[config.mk]
export PLATFORM = sky130hd
export DESIGN_NAME = shift_pipe_flat
export DESIGN_NICKNAME = d
export VERILOG_FILES = /design/src/rtl/shift_pipe_if.sv /design/src/rtl/shift_pipe.sv /design/src/flat_wrapper.sv
export SDC_FILE = /design/constraint.sdc
export NUM_CORES = 1
export LEC_CHECK = 0
export BUFFER_PORTS_ARGS = -buffer_cell sky130_fd_sc_hd__buf_2
export CAP_MARGIN = 30
export CELL_PAD_IN_SITES_DETAIL_PLACEMENT = 0
export CELL_PAD_IN_SITES_GLOBAL_PLACEMENT = 2
export CORE_ASPECT_RATIO = 1.75
export CORE_MARGIN = 3
export CORE_UTILIZATION = 41
export CTS_CLUSTER_SIZE = 24
export DETAILED_ROUTE_END_ITERATION = 16
export GPL_TIMING_DRIVEN = 0
export PLACE_DENSITY_LB_ADDON = 0.1
export SLEW_MARGIN = 5
export SYNTH_ARGS = -nofsm -noshare
export SYNTH_HDL_FRONTEND = slang
export SYNTH_SLANG_ARGS = --single-unit
[constraint.sdc]
create_clock -name clk -period 6.9 [get_ports clk]
set_clock_uncertainty 0.2 [all_clocks]
set_input_delay 1.38 -clock clk [delete_from_list [all_inputs] [get_ports clk]]
set_output_delay 1.38 -clock clk [all_outputs]
set_load 0.05 [all_outputs]
[src/rtl/shift_pipe_if.sv]
// Request/result bus of the two-stage shift pipe.
//   in_*  : issue-side valid/ready request (data, count, op, tag)
//   out_* : writeback-side valid/ready result (data, tag, zero flag)
//   occ   : number of occupied pipe stages
// master drives requests and consumes results; slave is the shift unit.
interface shift_pipe_if #(
  parameter int unsigned TAG_W = 4
);
  logic             in_valid;
  logic             in_ready;
  logic [15:0]      in_data;
  logic [3:0]       in_cnt;
  logic [1:0]       in_op;
  logic [TAG_W-1:0] in_tag;
  logic             out_valid;
  logic             out_ready;
  logic [15:0]      out_data;
  logic [TAG_W-1:0] out_tag;
  logic             out_zero;
  logic [1:0]       occ;

  modport master (
    output in_valid, in_data, in_cnt, in_op, in_tag, out_ready,
    input  in_ready, out_valid, out_data, out_tag, out_zero, occ
  );

  modport slave (
    input  in_valid, in_data, in_cnt, in_op, in_tag, out_ready,
    output in_ready, out_valid, out_data, out_tag, out_zero, occ
  );
endinterface

[src/rtl/shift_pipe.sv]
// Two-stage pipelined 16-bit shift unit.
//   clk   : rising-edge clock
//   rst_n : asynchronous active-low reset
//   flush : synchronous kill of both stages (highest priority)
//   bus   : request/result handshake bus (slave side)
// Stage 1 registers operands; the barrel shifter feeds the stage-2 result
// register. One shift per cycle, 2-cycle latency, full backpressure.
module shift_pipe #(
  parameter int unsigned TAG_W = 4
) (
  input  logic        clk,
  input  logic        rst_n,
  input  logic        flush,
  shift_pipe_if.slave bus
);

  localparam int unsigned DATA_W = 16;
  localparam int unsigned CNT_W  = 4;

  typedef enum logic [1:0] {
    OP_ROL = 2'b00,
    OP_SLL = 2'b01,
    OP_ROR = 2'b10,
    OP_SRL = 2'b11
  } op_e;

  logic              s1_valid_q, s1_valid_d;
  logic [DATA_W-1:0] s1_data_q,  s1_data_d;
  logic [CNT_W-1:0]  s1_cnt_q,   s1_cnt_d;
  op_e               s1_op_q,    s1_op_d;
  logic [TAG_W-1:0]  s1_tag_q,   s1_tag_d;

  logic              s2_valid_q, s2_valid_d;
  logic [DATA_W-1:0] s2_data_q,  s2_data_d;
  logic [TAG_W-1:0]  s2_tag_q,   s2_tag_d;
  logic              s2_zero_q,  s2_zero_d;

  logic              s2_take, s1_move, in_fire, out_fire;
  logic [2*DATA_W-1:0] dbl, rol_w, ror_w;
  logic [DATA_W-1:0] shift_res;

  // Handshake / stage-advance terms
  assign s2_take  = !s2_valid_q || bus.out_ready;
  assign s1_move  = s1_valid_q && s2_take;
  assign in_fire  = bus.in_valid && bus.in_ready;
  assign out_fire = s2_valid_q && bus.out_ready;

  assign bus.in_ready  = !s1_valid_q || s2_take;
  assign bus.out_valid = s2_valid_q;
  assign bus.out_data  = s2_data_q;
  assign bus.out_tag   = s2_tag_q;
  assign bus.out_zero  = s2_zero_q;
  assign bus.occ       = {1'b0, s1_valid_q} + {1'b0, s2_valid_q};

  // Barrel shifter: rotates taken from a doubled word so count 0 passes through
  always_comb begin
    dbl   = {s1_data_q, s1_data_q};
    rol_w = dbl << s1_cnt_q;
    ror_w = dbl >> s1_cnt_q;
    case (s1_op_q)
      OP_ROL:  shift_res = rol_w[2*DATA_W-1:DATA_W];
      OP_SLL:  shift_res = s1_data_q << s1_cnt_q;
      OP_ROR:  shift_res = ror_w[DATA_W-1:0];
      default: shift_res = s1_data_q >> s1_cnt_q;
    endcase
  end

  // Next-state for both stages; flush overrides the valid bits only
  always_comb begin
    s1_valid_d = s1_valid_q;
    s1_data_d  = s1_data_q;
    s1_cnt_d   = s1_cnt_q;
    s1_op_d    = s1_op_q;
    s1_tag_d   = s1_tag_q;
    s2_valid_d = s2_valid_q;
    s2_data_d  = s2_data_q;
    s2_tag_d   = s2_tag_q;
    s2_zero_d  = s2_zero_q;

    if (in_fire) begin
      s1_valid_d = 1'b1;
      s1_data_d  = bus.in_data;
      s1_cnt_d   = bus.in_cnt;
      s1_op_d    = op_e'(bus.in_op);
      s1_tag_d   = bus.in_tag;
    end else if (s1_move) begin
      s1_valid_d = 1'b0;
    end

    if (s1_move) begin
      s2_valid_d = 1'b1;
      s2_data_d  = shift_res;
      s2_tag_d   = s1_tag_q;
      s2_zero_d  = (shift_res == '0);
    end else if (out_fire) begin
      s2_valid_d = 1'b0;
    end

    if (flush) begin
      s1_valid_d = 1'b0;
      s2_valid_d = 1'b0;
    end
  end

  // Pipeline registers
  always_ff @(posedge clk or negedge rst_n) begin
    if (!rst_n) begin
      s1_valid_q <= 1'b0;
      s1_data_q  <= '0;
      s1_cnt_q   <= '0;
      s1_op_q    <= OP_ROL;
      s1_tag_q   <= '0;
      s2_valid_q <= 1'b0;
      s2_data_q  <= '0;
      s2_tag_q   <= '0;
      s2_zero_q  <= 1'b0;
    end else begin
      s1_valid_q <= s1_valid_d;
      s1_data_q  <= s1_data_d;
      s1_cnt_q   <= s1_cnt_d;
      s1_op_q    <= s1_op_d;
      s1_tag_q   <= s1_tag_d;
      s2_valid_q <= s2_valid_d;
      s2_data_q  <= s2_data_d;
      s2_tag_q   <= s2_tag_d;
      s2_zero_q  <= s2_zero_d;
    end
  end

endmodule

[src/flat_wrapper.sv]
// flat-port wrapper written by rule: the top's interface ports become plain ports
module shift_pipe_flat 
#(
  parameter int unsigned TAG_W = 4
)
  (clk, rst_n, flush, bus_in_valid, bus_in_data, bus_in_cnt, bus_in_op, bus_in_tag, bus_out_ready, bus_in_ready, bus_out_valid, bus_out_data, bus_out_tag, bus_out_zero, bus_occ);
  shift_pipe_if #(.TAG_W(TAG_W)) bus_i ();
  input  logic clk;
  input  logic rst_n;
  input  logic flush;
  input wire logic [$bits(bus_i.in_valid)-1:0] bus_in_valid;
  input wire logic [$bits(bus_i.in_data)-1:0] bus_in_data;
  input wire logic [$bits(bus_i.in_cnt)-1:0] bus_in_cnt;
  input wire logic [$bits(bus_i.in_op)-1:0] bus_in_op;
  input wire logic [$bits(bus_i.in_tag)-1:0] bus_in_tag;
  input wire logic [$bits(bus_i.out_ready)-1:0] bus_out_ready;
  output wire logic [$bits(bus_i.in_ready)-1:0] bus_in_ready;
  output wire logic [$bits(bus_i.out_valid)-1:0] bus_out_valid;
  output wire logic [$bits(bus_i.out_data)-1:0] bus_out_data;
  output wire logic [$bits(bus_i.out_tag)-1:0] bus_out_tag;
  output wire logic [$bits(bus_i.out_zero)-1:0] bus_out_zero;
  output wire logic [$bits(bus_i.occ)-1:0] bus_occ;
  assign bus_i.in_valid = bus_in_valid;
  assign bus_i.in_data = bus_in_data;
  assign bus_i.in_cnt = bus_in_cnt;
  assign bus_i.in_op = bus_in_op;
  assign bus_i.in_tag = bus_in_tag;
  assign bus_i.out_ready = bus_out_ready;
  assign bus_in_ready = bus_i.in_ready;
  assign bus_out_valid = bus_i.out_valid;
  assign bus_out_data = bus_i.out_data;
  assign bus_out_tag = bus_i.out_tag;
  assign bus_out_zero = bus_i.out_zero;
  assign bus_occ = bus_i.occ;
  shift_pipe #(.TAG_W(TAG_W)) u_core (.clk(clk), .rst_n(rst_n), .flush(flush), .bus(bus_i));
endmodule
Word-level counts from Yosys, hierarchy flattened
Index checks and enable logic that the tools add are counted.
{"block": "classes", "n_addsub": 1, "mul": 0, "div_mod_pow": 0, "order_cmp": 0, "n_eq_ne": 2, "n_shift": 4, "muxes": 7, "bitwise": 0, "reduce_logical": 11}
{"operator": "$pmux 16 s3", "n": 1}
{"operator": "$shl 32x4->32", "n": 1}
{"operator": "$shr 32x4->16", "n": 1}
{"operator": "$logic_not 16->1", "n": 1}
{"operator": "$shl 16x4->16", "n": 1}
{"operator": "$shr 16x4->16", "n": 1}
{"operator": "$mux 1", "n": 6}
{"operator": "$reduce_bool 3->1", "n": 2}
{"operator": "$logic_and 1x1->1", "n": 3}
{"operator": "$add 1x1->2", "n": 1}
{"operator": "$eq 2x1->1 const B", "n": 1}
{"operator": "$eq 2x2->1 const B", "n": 1}
{"operator": "$logic_not 1->1", "n": 2}
{"operator": "$logic_not 2->1", "n": 1}
{"operator": "$logic_or 1x1->1", "n": 2}
{"block": "totals", "reg_bits": 49, "latchBits": 0, "ramBits": 0, "mem_bits_ro": 0, "inputBits": 31, "elab_cells": 34, "mem_count": 0}

Longest topological paths before layout
Gate-level depths: netlist of run 1.
{"block": "logic_depth", "depth_word": 6, "depth_mapped": 12, "ltp_nobuf": 7}

Worst setup path before layout of run 1
OpenSTA, ideal clock, no wires.
{"block": "synth_timing", "path_kind": "input port to output port", "from": "in bus_out_ready", "to": "out bus_in_ready", "t_arrival_ps": 1888, "required_time_ps": 5320, "setup_slack_ps": 3432, "path_stages": 2, "path_buffers": 0, "path_cell_list": "nor2b_1 -> nand2_1"}
{"block": "synth_via", "elab_chain_cells": 2}
{"item": "from (decl)", "line_no": "flat_wrapper.sv:16", "rtl": "input wire logic [$bits(bus_i.out_ready)-1:0] bus_out_ready;"}
{"item": "$logic_or 1x1->1", "line_no": "shift_pipe.sv:43", "rtl": "assign s2_take = !s2_valid_q || bus.out_ready;"}
{"item": "$logic_or 1x1->1", "line_no": "shift_pipe.sv:48", "rtl": "assign bus.in_ready = !s1_valid_q || s2_take;"}
{"item": "to (decl)", "line_no": "flat_wrapper.sv:17", "rtl": "output wire logic [$bits(bus_i.in_ready)-1:0] bus_in_ready;"}
Every way passes these cells.

Worst setup path after layout of run 1
Ends and elaborated chain as after synthesis.

==> results.cfg, run 1 <==
[grt]
grtUsageTotal_pct = 25.87
grt_pass1_vias = 3709
grt_pass1_wl_mm = 21.20
antenna_found_initial = 0
global_route.overflow_total = 0
grt_max_degree = 32

[cts]
cts_sinks = 49
cts_buffers = 5
post-cts-setup-buffer-count = 0
h-tree-depth = 2
tritoncts = yes
ctsLongestPathBuffers = 2
cts_root_buf = clkbuf_16
cts.repair.resized = 0
worstSkewPairLatency_ns = 0.30
cts_hold_buffers = 0
path_clk_slew_ns = 0.07

[timing]
period_share_pct = 51.91
worst_slack_ns = 3.319
tightest_slew_ns = 0.7583
rsz0062_at_grt = false
setup_violations = 0
min_period_ns = 3.581
setup_tns_ns = 0
drv_slew = 0
slew_headroom_pct = 48.98
max_freq_mhz = 279.2
hold_viol = 0

[synth]
synth_commonest_cells = dfrtp_1, mux2_2, mux4_2
syn_nets = 409
syn_area_per_cell_um2 = 10.75
syn_area_um2 = 4054
ys_ff_latch = 49
synth_edf_count = 0
synth-main-ff-cell = dfrtp_1
yosys.area.top_type = dfrtp_1
yosysMostFrequentCell = dfrtp_1
syn_inst = 377
synth-seq-area-share_pct = 30.25
yosys.area.top_type_share_pct = 30.25
synthArstFlopShare_pct = 100.0
synthDistinctLibCells = 56
yosys_warnings = 0
ys_top_cells_by_area = dfrtp_1, mux4_2, mux2_2, mux2i_1, mux2_1

[finish]
final_cells = 563
drive_gt1_share_pct = 35.60
syn2layout_area_growth_pct = 15.83
seq_area_um2 = 1226
nFillCells = 936
multi_input_area_um2 = 2595
nets = 472
diodes = 0

[pwr]
power_uw = 1348
vdd_drop_max_mv = 0.1509
pwr_density_cell_nw_per_um2 = 287.0
switching_share_pct = 41.87
p_seq_share_pct = 27.8
internal-power_uw = 783.4
p_comb_share_pct = 47.9
power_switching_uw = 564.4
p_leak_uw = 0.001946
p_clk_share_pct = 24.3

[place]
pre_cts_slack_ns = 3.302
place_congestion = 0.9486
dp_hpwl_mm = 11.15
portBuffers = 55
dp_cells = 555

[critical_path]
crit_fanout = 4
path_class = in -> out
critPathLaunchType = input port
arrival_ns = 2.00
required_ns = 5.32
end_kind = output port

[floorplanning]
fp.dieW_um = 81.17
start_util_pct = 42.55
die_y_um = 137.5
rows = 47
dieArea_um2 = 11160
fp.coreArea_um2 = 9527
num_io_pins = 56

[drt]
first_iter_violations = 221
firstDrtPassIters = 8
vias_per_cell = 6.353
vias = 3577
ant_nets = 0
avgRoutedWirePerCell_um = 24.17
totalWireLength_mm = 13.61
drc = 0

[outcome]
outcome = finished clean

[run]
drv_cap = 0

[min_path]
hp-class = reg -> reg
[registers in the layout, indices dropped and copies added (netlist names)]
| register | cells |
|---|---|
| u_core.bus.out_data | 16 |
| u_core.s1_valid_q | 1 |
| u_core.s1_data_q | 16 |
| u_core.bus.out_tag | 4 |
| u_core.bus.out_valid | 1 |
| u_core.s1_tag_q | 4 |
| u_core.s1_cnt_q | 4 |
| u_core.s1_op_q | 2 |
| u_core.bus.out_zero | 1 |
[critical path, cell delays in order]
cell     delay (ns)
buf_2          0.10
nor2b_1        0.21
nand2_1        0.10
buf_2          0.22
[cell families (layout without fill, tap and decap cells)]
family	after synthesis	in the layout	share of synthesized area (%)
mux	113	113	39.97
buf+inv	49	113	5.741
simple gates	87	87	10.37
flops	49	49	30.25
compound gates	78	78	13.36
fa+ha+maj	1	1	0.3086
[cells in the final DEF (no fill, tap or decap), types with 6 or more instances in the layout]
master    instances
a22oi_1           7
o21ai_0           9
nand2_1          29
buf_2            61
mux2_2           44
o21ai_1          10
dfrtp_1          49
nor2_1           23
mux2_1           12
clkbuf_1         26
mux2i_1          24
a21oi_1          12
mux4_2           31
nand3_1           6
o221ai_1          6
[power by group through the flow]
| stage | clock, uW | sequential, uW | combinational [uW] |
|---|---|---|---|
| 2_1_floorplan | 0 | 498 | 345 |
| 3_3_place_gp | 0 | 378 | 637 |
| 3_5_place_dp | 0 | 382 | 639 |
| 4_1_cts | 335 | 376 | 642 |
| 5_1_grt | 344 | 383 | 683 |
| 6_report | 327 | 375 | 646 |
[through the flow]
stage               utilization, %  instance area (um^2)  hold slack [ns]
detailed placement           47.26                  4502           0.2658
finish                       49.29                  4696           0.2740
global placement             47.04                  4482           0.2598
CTS                          49.29                  4696           0.2822
floorplan                        -                  4054           0.2750
global route                 49.29                  4696           0.3016
[path summary, 6_finish.rpt]
| check | depth (start not counted) | slack (ns) | startpoint | to |
|---|---|---|---|---|
| worst max-delay path | 4 | 3.32 | bus_out_ready | bus_in_ready |
| worst min-delay path | 2 | 0.27 | u_core.bus.out_data[11] | u_core.bus.out_data[11] |
| worst max register to register | 9 | 3.51 | u_core.s1_cnt_q[0] | u_core.bus.out_zero |
| worst min register to register | 2 | 0.27 | u_core.bus.out_data[11] | u_core.bus.out_data[11] |
| max in group asynchronous | 2 | 5.15 | rst_n | u_core.s1_cnt_q[2] |
| min in group asynchronous | 1 | 0.83 | rst_n | u_core.bus.out_data[8] |
[cell type report]
type / instances / share of cell area (%)
buffer: 41 / 4.317
clock buffer: 5 / 2.665
clock inverter: 3 / 1.465
inverter: 8 / 0.6395
multi-input combinational: 279 / 55.26
sequential: 49 / 26.11
tap: 122 / 3.251
timing repair buffer: 56 / 6.288
[per-layer routing]
metal	global-route usage, %	part of all wire, %	up-vias
li1	-	-	1572
met1	25.01	32	1739
met2	48.22	55	205
met3	3.469	5.2	61
met5	0	0	-
met4	18.89	8.6	0
Note: power is estimated with default switching activity, not from simulation.
==> inputs of run 2 (changes only) <==
--- a/config.mk
+++ b/config.mk
@@ -5,13 +5,14 @@
 export SDC_FILE = /design/constraint.sdc
 export NUM_CORES = 1
 export LEC_CHECK = 0
+export ABC_AREA = 1
 export BUFFER_PORTS_ARGS = -buffer_cell sky130_fd_sc_hd__buf_2
 export CAP_MARGIN = 30
 export CELL_PAD_IN_SITES_DETAIL_PLACEMENT = 0
 export CELL_PAD_IN_SITES_GLOBAL_PLACEMENT = 2
 export CORE_ASPECT_RATIO = 1.75
 export CORE_MARGIN = 3
-export CORE_UTILIZATION = 41
+export CORE_UTILIZATION = 32
 export CTS_CLUSTER_SIZE = 24
 export DETAILED_ROUTE_END_ITERATION = 16
 export GPL_TIMING_DRIVEN = 0
==> constraint.sdc (replaced) <==
create_clock -name clk -period 3.4 [get_ports clk]
set_clock_uncertainty 0.2 [all_clocks]
set_input_delay 0.68 -clock clk [delete_from_list [all_inputs] [get_ports clk]]
set_output_delay 0.68 -clock clk [all_outputs]
set_load 0.05 [all_outputs]
==> run 2 against run 1 <==
Compared with the run above:
- synthesized cell count rose by 55%
- first-iteration DRC count rose by 54%
- setup slack got worse by 2.4 ns
==> results.cfg, run 2 <==
[place]
portBuffers = 55
pre_cts_slack_ns = 0.8817
dp_hpwl_mm = 11.91
place_congestion = 0.9540

[synth]
ys_top_cells_by_area = dfrtp_1, nand2_1, nand3_1, mux2_2, nand3_2
yosysMostFrequentCell = nand2_1
synth_edf_count = 0
syn_inst = 584
syn_area_um2 = 3890
yosys_warnings = 0
syn_area_per_cell_um2 = 6.661
ys_ff_latch = 49
synthDistinctLibCells = 27
synth_commonest_cells = nand2_1, nand3_1, dfrtp_1
syn_nets = 616
synthArstFlopShare_pct = 100.0
synth-seq-area-share_pct = 31.52
synth-main-ff-cell = dfrtp_1
yosys.area.top_type = dfrtp_1
yosys.area.top_type_share_pct = 31.52

[critical_path]
r2r_cells = 11
end_kind = flop
arrival_ns = 2.51
critPathTopFamily = simple AND/OR/NAND/NOR gates
crit_buf_inv = 2
critPathLaunchType = flop
crit_fanout = 10
rr_endpoint = u_core.bus.out_zero
r2r_slack_ns = 0.88
r2r_start = u_core.s1_op_q[1]
cp_slowest_cell = nor2_1
critPathMaxStageDelay_ns = 0.58
path_class = reg -> reg
path_common_cell = nand2_1
required_ns = 3.39
path_cells = buf_2 -> nor2_1 -> nand2_1 -> inv_1 -> nand4_1 -> nand3_2 -> nor2_1 -> nand2_1 -> nor2_1 -> nand2_1 -> nand2_1

[outcome]
outcome = finished clean

[timing]
period_share_pct = 74.09
rsz0062_at_grt = false
min_period_ns = 2.519
drv_slew = 0
tightest_slew_ns = 0.7304
slew_headroom_pct = 51.13
worst_slack_ns = 0.8809
setup_tns_ns = 0
max_freq_mhz = 397.0
hold_viol = 0
setup_violations = 0

[pwr]
power_switching_uw = 1086
vdd_drop_max_mv = 0.2081
switching_share_pct = 46.36
power_uw = 2343
internal-power_uw = 1257
p_comb_share_pct = 46.0
p_seq_share_pct = 31.1
p_leak_uw = 0.002423
pwr_density_cell_nw_per_um2 = 519.2
p_clk_share_pct = 22.9

[grt]
grtUsageTotal_pct = 21.65
global_route.overflow_total = 0
antenna_found_initial = 0
grt_pass1_wl_mm = 22.60
grt_max_degree = 37
grt_pass1_vias = 4187

[finish]
most-common-layout-cells = nand2_1, nand3_1, buf_2
syn2layout_area_growth_pct = 16.02
drive_gt1_share_pct = 20.99
postLayoutCoreUtil_pct = 38.54
diodes = 0
nets = 679
final_common_cell = nand2_1

[floorplanning]
fp.dieW_um = 89.35
start_util_pct = 33.22
rows = 52
num_io_pins = 56
die_y_um = 151.9
dieArea_um2 = 13570
fp.coreArea_um2 = 11710

[cts]
cts_buffers = 5
cts_hold_buffers = 0
tritoncts = yes
ctsLongestPathBuffers = 2
path_clk_slew_ns = 0.08
cts_sinks = 49
worstSkewPairLatency_ns = 0.30
cts.repair.resized = 0
post-cts-setup-buffer-count = 0
cts_root_buf = clkbuf_16
h-tree-depth = 2

[drt]
drc = 0
totalWireLength_mm = 14.48
firstDrtPassIters = 5
vias = 4191
vias_per_cell = 5.352
ant_nets = 0
avgRoutedWirePerCell_um = 18.50
first_iter_violations = 340

[min_path]
hp-class = in -> async

[run]
drv_cap = 0
## run 2: worst max-delay path by stage
| stage | start | end | slack, ns | depth (start not counted) |
|---|---|---|---|---|
| floorplan | u_core.bus.out_valid | u_core.s1_data_q[15] | 0.82 | 4 |
| global placement | u_core.s1_op_q[1] | u_core.bus.out_zero | 0.92 | 11 |
| detailed placement | u_core.s1_op_q[1] | u_core.bus.out_zero | 0.88 | 11 |
| CTS | u_core.s1_op_q[1] | u_core.bus.out_zero | 0.85 | 11 |
| global route | u_core.s1_op_q[1] | u_core.bus.out_zero | 0.69 | 11 |
| finish | u_core.s1_op_q[1] | u_core.bus.out_zero | 0.88 | 11 |
## run 2: power by group through the flow
stage / clock network [uW] / registers (uW) / logic, uW
global route: 583 / 742 / 1170
global placement: 0 / 738 / 1070
detailed placement: 0 / 739 / 1070
floorplan: 0 / 922 / 586
CTS: 554 / 730 / 1070
finish: 536 / 729 / 1080
## run 2: cell type report
type / instances / area [um^2]
plain buffers: 33 / 196.4
clock buffers: 5 / 125.1
clock inverters: 3 / 33.78
fillers: 1294 / 7198
inverters: 20 / 80.08
multi-input cells: 482 / 2387
flip-flops and latches: 49 / 1226
well taps: 135 / 168.9
repair buffers: 56 / 295.3
## run 2: logic make-up (layout without fill, tap and decap cells)
| family | Yosys count | after routing | share of synthesized area (%) |
|---|---|---|---|
| multiplexers | 17 | 17 | 4.921 |
| adder cells (fa/ha/maj) | 1 | 1 | 0.3216 |
| buffers and inverters | 53 | 117 | 7.108 |
| AND/OR/NAND/NOR | 433 | 433 | 51.98 |
| flip-flops | 49 | 49 | 31.52 |
| AO/OA/AOI/OAI | 31 | 31 | 4.150 |
## run 2: routing by layer
layer | vias to the layer above | track usage (%) | share of wire (%)
met1 | 1895 | 24.28 | 38
met3 | 52 | 2.602 | 4.6
met5 | - | 0 | 0
met4 | 0 | 11.57 | 5.7
met2 | 183 | 38.20 | 52
li1 | 2061 | - | -
## run 2: metrics by stage
step,hold WS [ns],instances,area (um^2)
2_1_floorplan,0.1844,584,3890
3_3_place_gp,0.2616,774,4334
3_5_place_dp,0.2598,775,4354
4_1_cts,0.08275,783,4513
5_1_grt,0.08641,783,4513
6_report,0.07443,783,4513
==> inputs of run 3 (changes only) <==
==> constraint.sdc (replaced) <==
create_clock -name clk -period 2.4 [get_ports clk]
set_clock_uncertainty 0.2 [all_clocks]
set_input_delay 0.48 -clock clk [delete_from_list [all_inputs] [get_ports clk]]
set_output_delay 0.48 -clock clk [all_outputs]
set_load 0.05 [all_outputs]
==> run 3 against run 2 <==
Compared with the run above:
- register-to-register slack worse by 0.69 ns
- clock power is 58% higher
- sequential share of layout area is 0.46 points lower
- highest routed layer unchanged
- critical path type unchanged
==> results.cfg, run 3 (synthesized netlist as in run 2, its figures left out) <==
[run]
drv_cap = 0

[critical_path]
r2r_start = u_core.s1_cnt_q[2]
critPathMaxStageDelay_ns = 0.45
path_class = reg -> reg
arrival_ns = 2.20
critPathLaunchType = flop
required_ns = 2.39
cp_slowest_cell = clkbuf_1
critPathTopFamily = simple AND/OR/NAND/NOR gates
path_cells = buf_2 -> clkbuf_1 -> nand3_1 -> nand2_1 -> nand2_1 -> nand2_1 -> nand2_1 -> nand2_1 -> inv_1 -> nand2_1 -> nor2_1 -> nand2_1 -> nor2_1 -> nand2_1 -> nand2_1
path_common_cell = nand2_1
worstSetupStartpoint = u_core.s1_cnt_q[2]
crit_fanout = 10
end_kind = flop
crit_buf_inv = 3

[floorplanning]
start_util_pct = 33.22
dieArea_um2 = 13570
fp.dieW_um = 89.35
die_y_um = 151.9
num_io_pins = 56
fp.coreArea_um2 = 11710
rows = 52

[drt]
avgRoutedWirePerCell_um = 18.55
firstDrtPassIters = 5
ant_nets = 0
first_iter_violations = 241
drc = 0
vias_per_cell = 5.384
vias = 4221
totalWireLength_mm = 14.54

[grt]
grt_pass1_vias = 4156
grt_pass1_wl_mm = 22.65
grt_max_degree = 37
grtUsageTotal_pct = 21.92
antenna_found_initial = 0
global_route.overflow_total = 0

[timing]
setup_tns_ns = 0
hold_viol = 0
setup_violations = 0
slew_headroom_pct = 58.42
worst_slack_ns = 0.1880
max_freq_mhz = 452.1
min_period_ns = 2.212
tightest_slew_ns = 0.6237
period_share_pct = 92.17
drv_slew = 0
rsz0062_at_grt = false

[place]
portBuffers = 55
place_congestion = 0.9389
dp_hpwl_mm = 11.97
pre_cts_slack_ns = -0.09113

[finish]
diodes = 0
drive_gt1_share_pct = 22.19
syn2layout_area_growth_pct = 18.01
seq_area_um2 = 1226
nets = 680
final_common_cell = nand2_1
multi_input_area_um2 = 2425
most-common-layout-cells = nand2_1, nand3_1, buf_2
nFillCells = 1304

[pwr]
pwr_density_cell_nw_per_um2 = 746.0
p_leak_uw = 0.002439
power_uw = 3425
vdd_drop_max_mv = 0.3761

[cts]
worstSkewPairLatency_ns = 0.30
ctsLongestPathBuffers = 2
path_clk_slew_ns = 0.07
cts_root_buf = clkbuf_16
cts_buffers = 5
cts_sinks = 49
h-tree-depth = 2
tritoncts = yes

[outcome]
outcome = finished clean

[min_path]
min_from = flush
hp-class = in -> reg
==> run 3: cell types whose count changed in the layout (fill, tap and decap cells not counted), moves of 2 or more <==
cell      previous run  this run
buf_6                3         5
nor2_4               0         3
nor2_1              29        24
nor2_2               0         2
nand2_2              6         8
nand2_1            222       220
clkinv_4             2         0
buf_2               67        64
==> run 3: through the flow <==
stage / util [%] / std cells / instance area (um^2) / hold slack (ns)
2_1_floorplan: - / 584 / 3895 / -0.01559
6_report: 39.20 / 784 / 4591 / 0.1398
5_1_grt: 39.20 / 784 / 4591 / 0.1424
3_3_place_gp: 37.05 / 774 / 4339 / 0.2611
4_1_cts: 38.81 / 784 / 4546 / 0.1330
3_5_place_dp: 37.22 / 775 / 4359 / 0.1998
==> run 3: final timing paths <==
check,endpoint,cells past startpoint,slack [ns]
setup / recovery,u_core.bus.out_zero,15,0.19
hold / removal,u_core.s1_valid_q,2,0.14
setup reg to reg,u_core.bus.out_zero,15,0.19
hold reg to reg,u_core.bus.out_zero,2,0.28
max in group asynchronous,u_core.bus.out_data[2],3,1.08
min in group asynchronous,u_core.s1_data_q[3],2,0.41
==> run 3: repair_timing <==
item                       in CTS  in global routing
gates resized for setup         1                 17
setup endpoints to repair       1                  1
hold buffers                    1                  0
hold endpoints to repair       13                  0
setup buffers                   0                  0
==> run 3: layer usage <==
metal  global-route usage (%)  routed length [um]
met5                        0                   0
met4                    11.50                 801
met3                    2.602                 651
met2                    39.01                7613
met1                    24.37                5474
==> run 3: cell type report <==
class	count	area share, %
well taps	135	3.679
inverters	20	1.744
repair buffers	57	6.650
multi-input cells	482	52.82
plain buffers	33	4.606
flip-flops and latches	49	26.71
clock inverters	3	1.063
clock buffers	5	2.726
==> run 3: power by group <==
part           switching, uW  internal (uW)  total, uW
Clock                    347            500        847
Sequential              87.8            947       1030
Combinational           1100            444       1540
Total                   1530           1890       3420
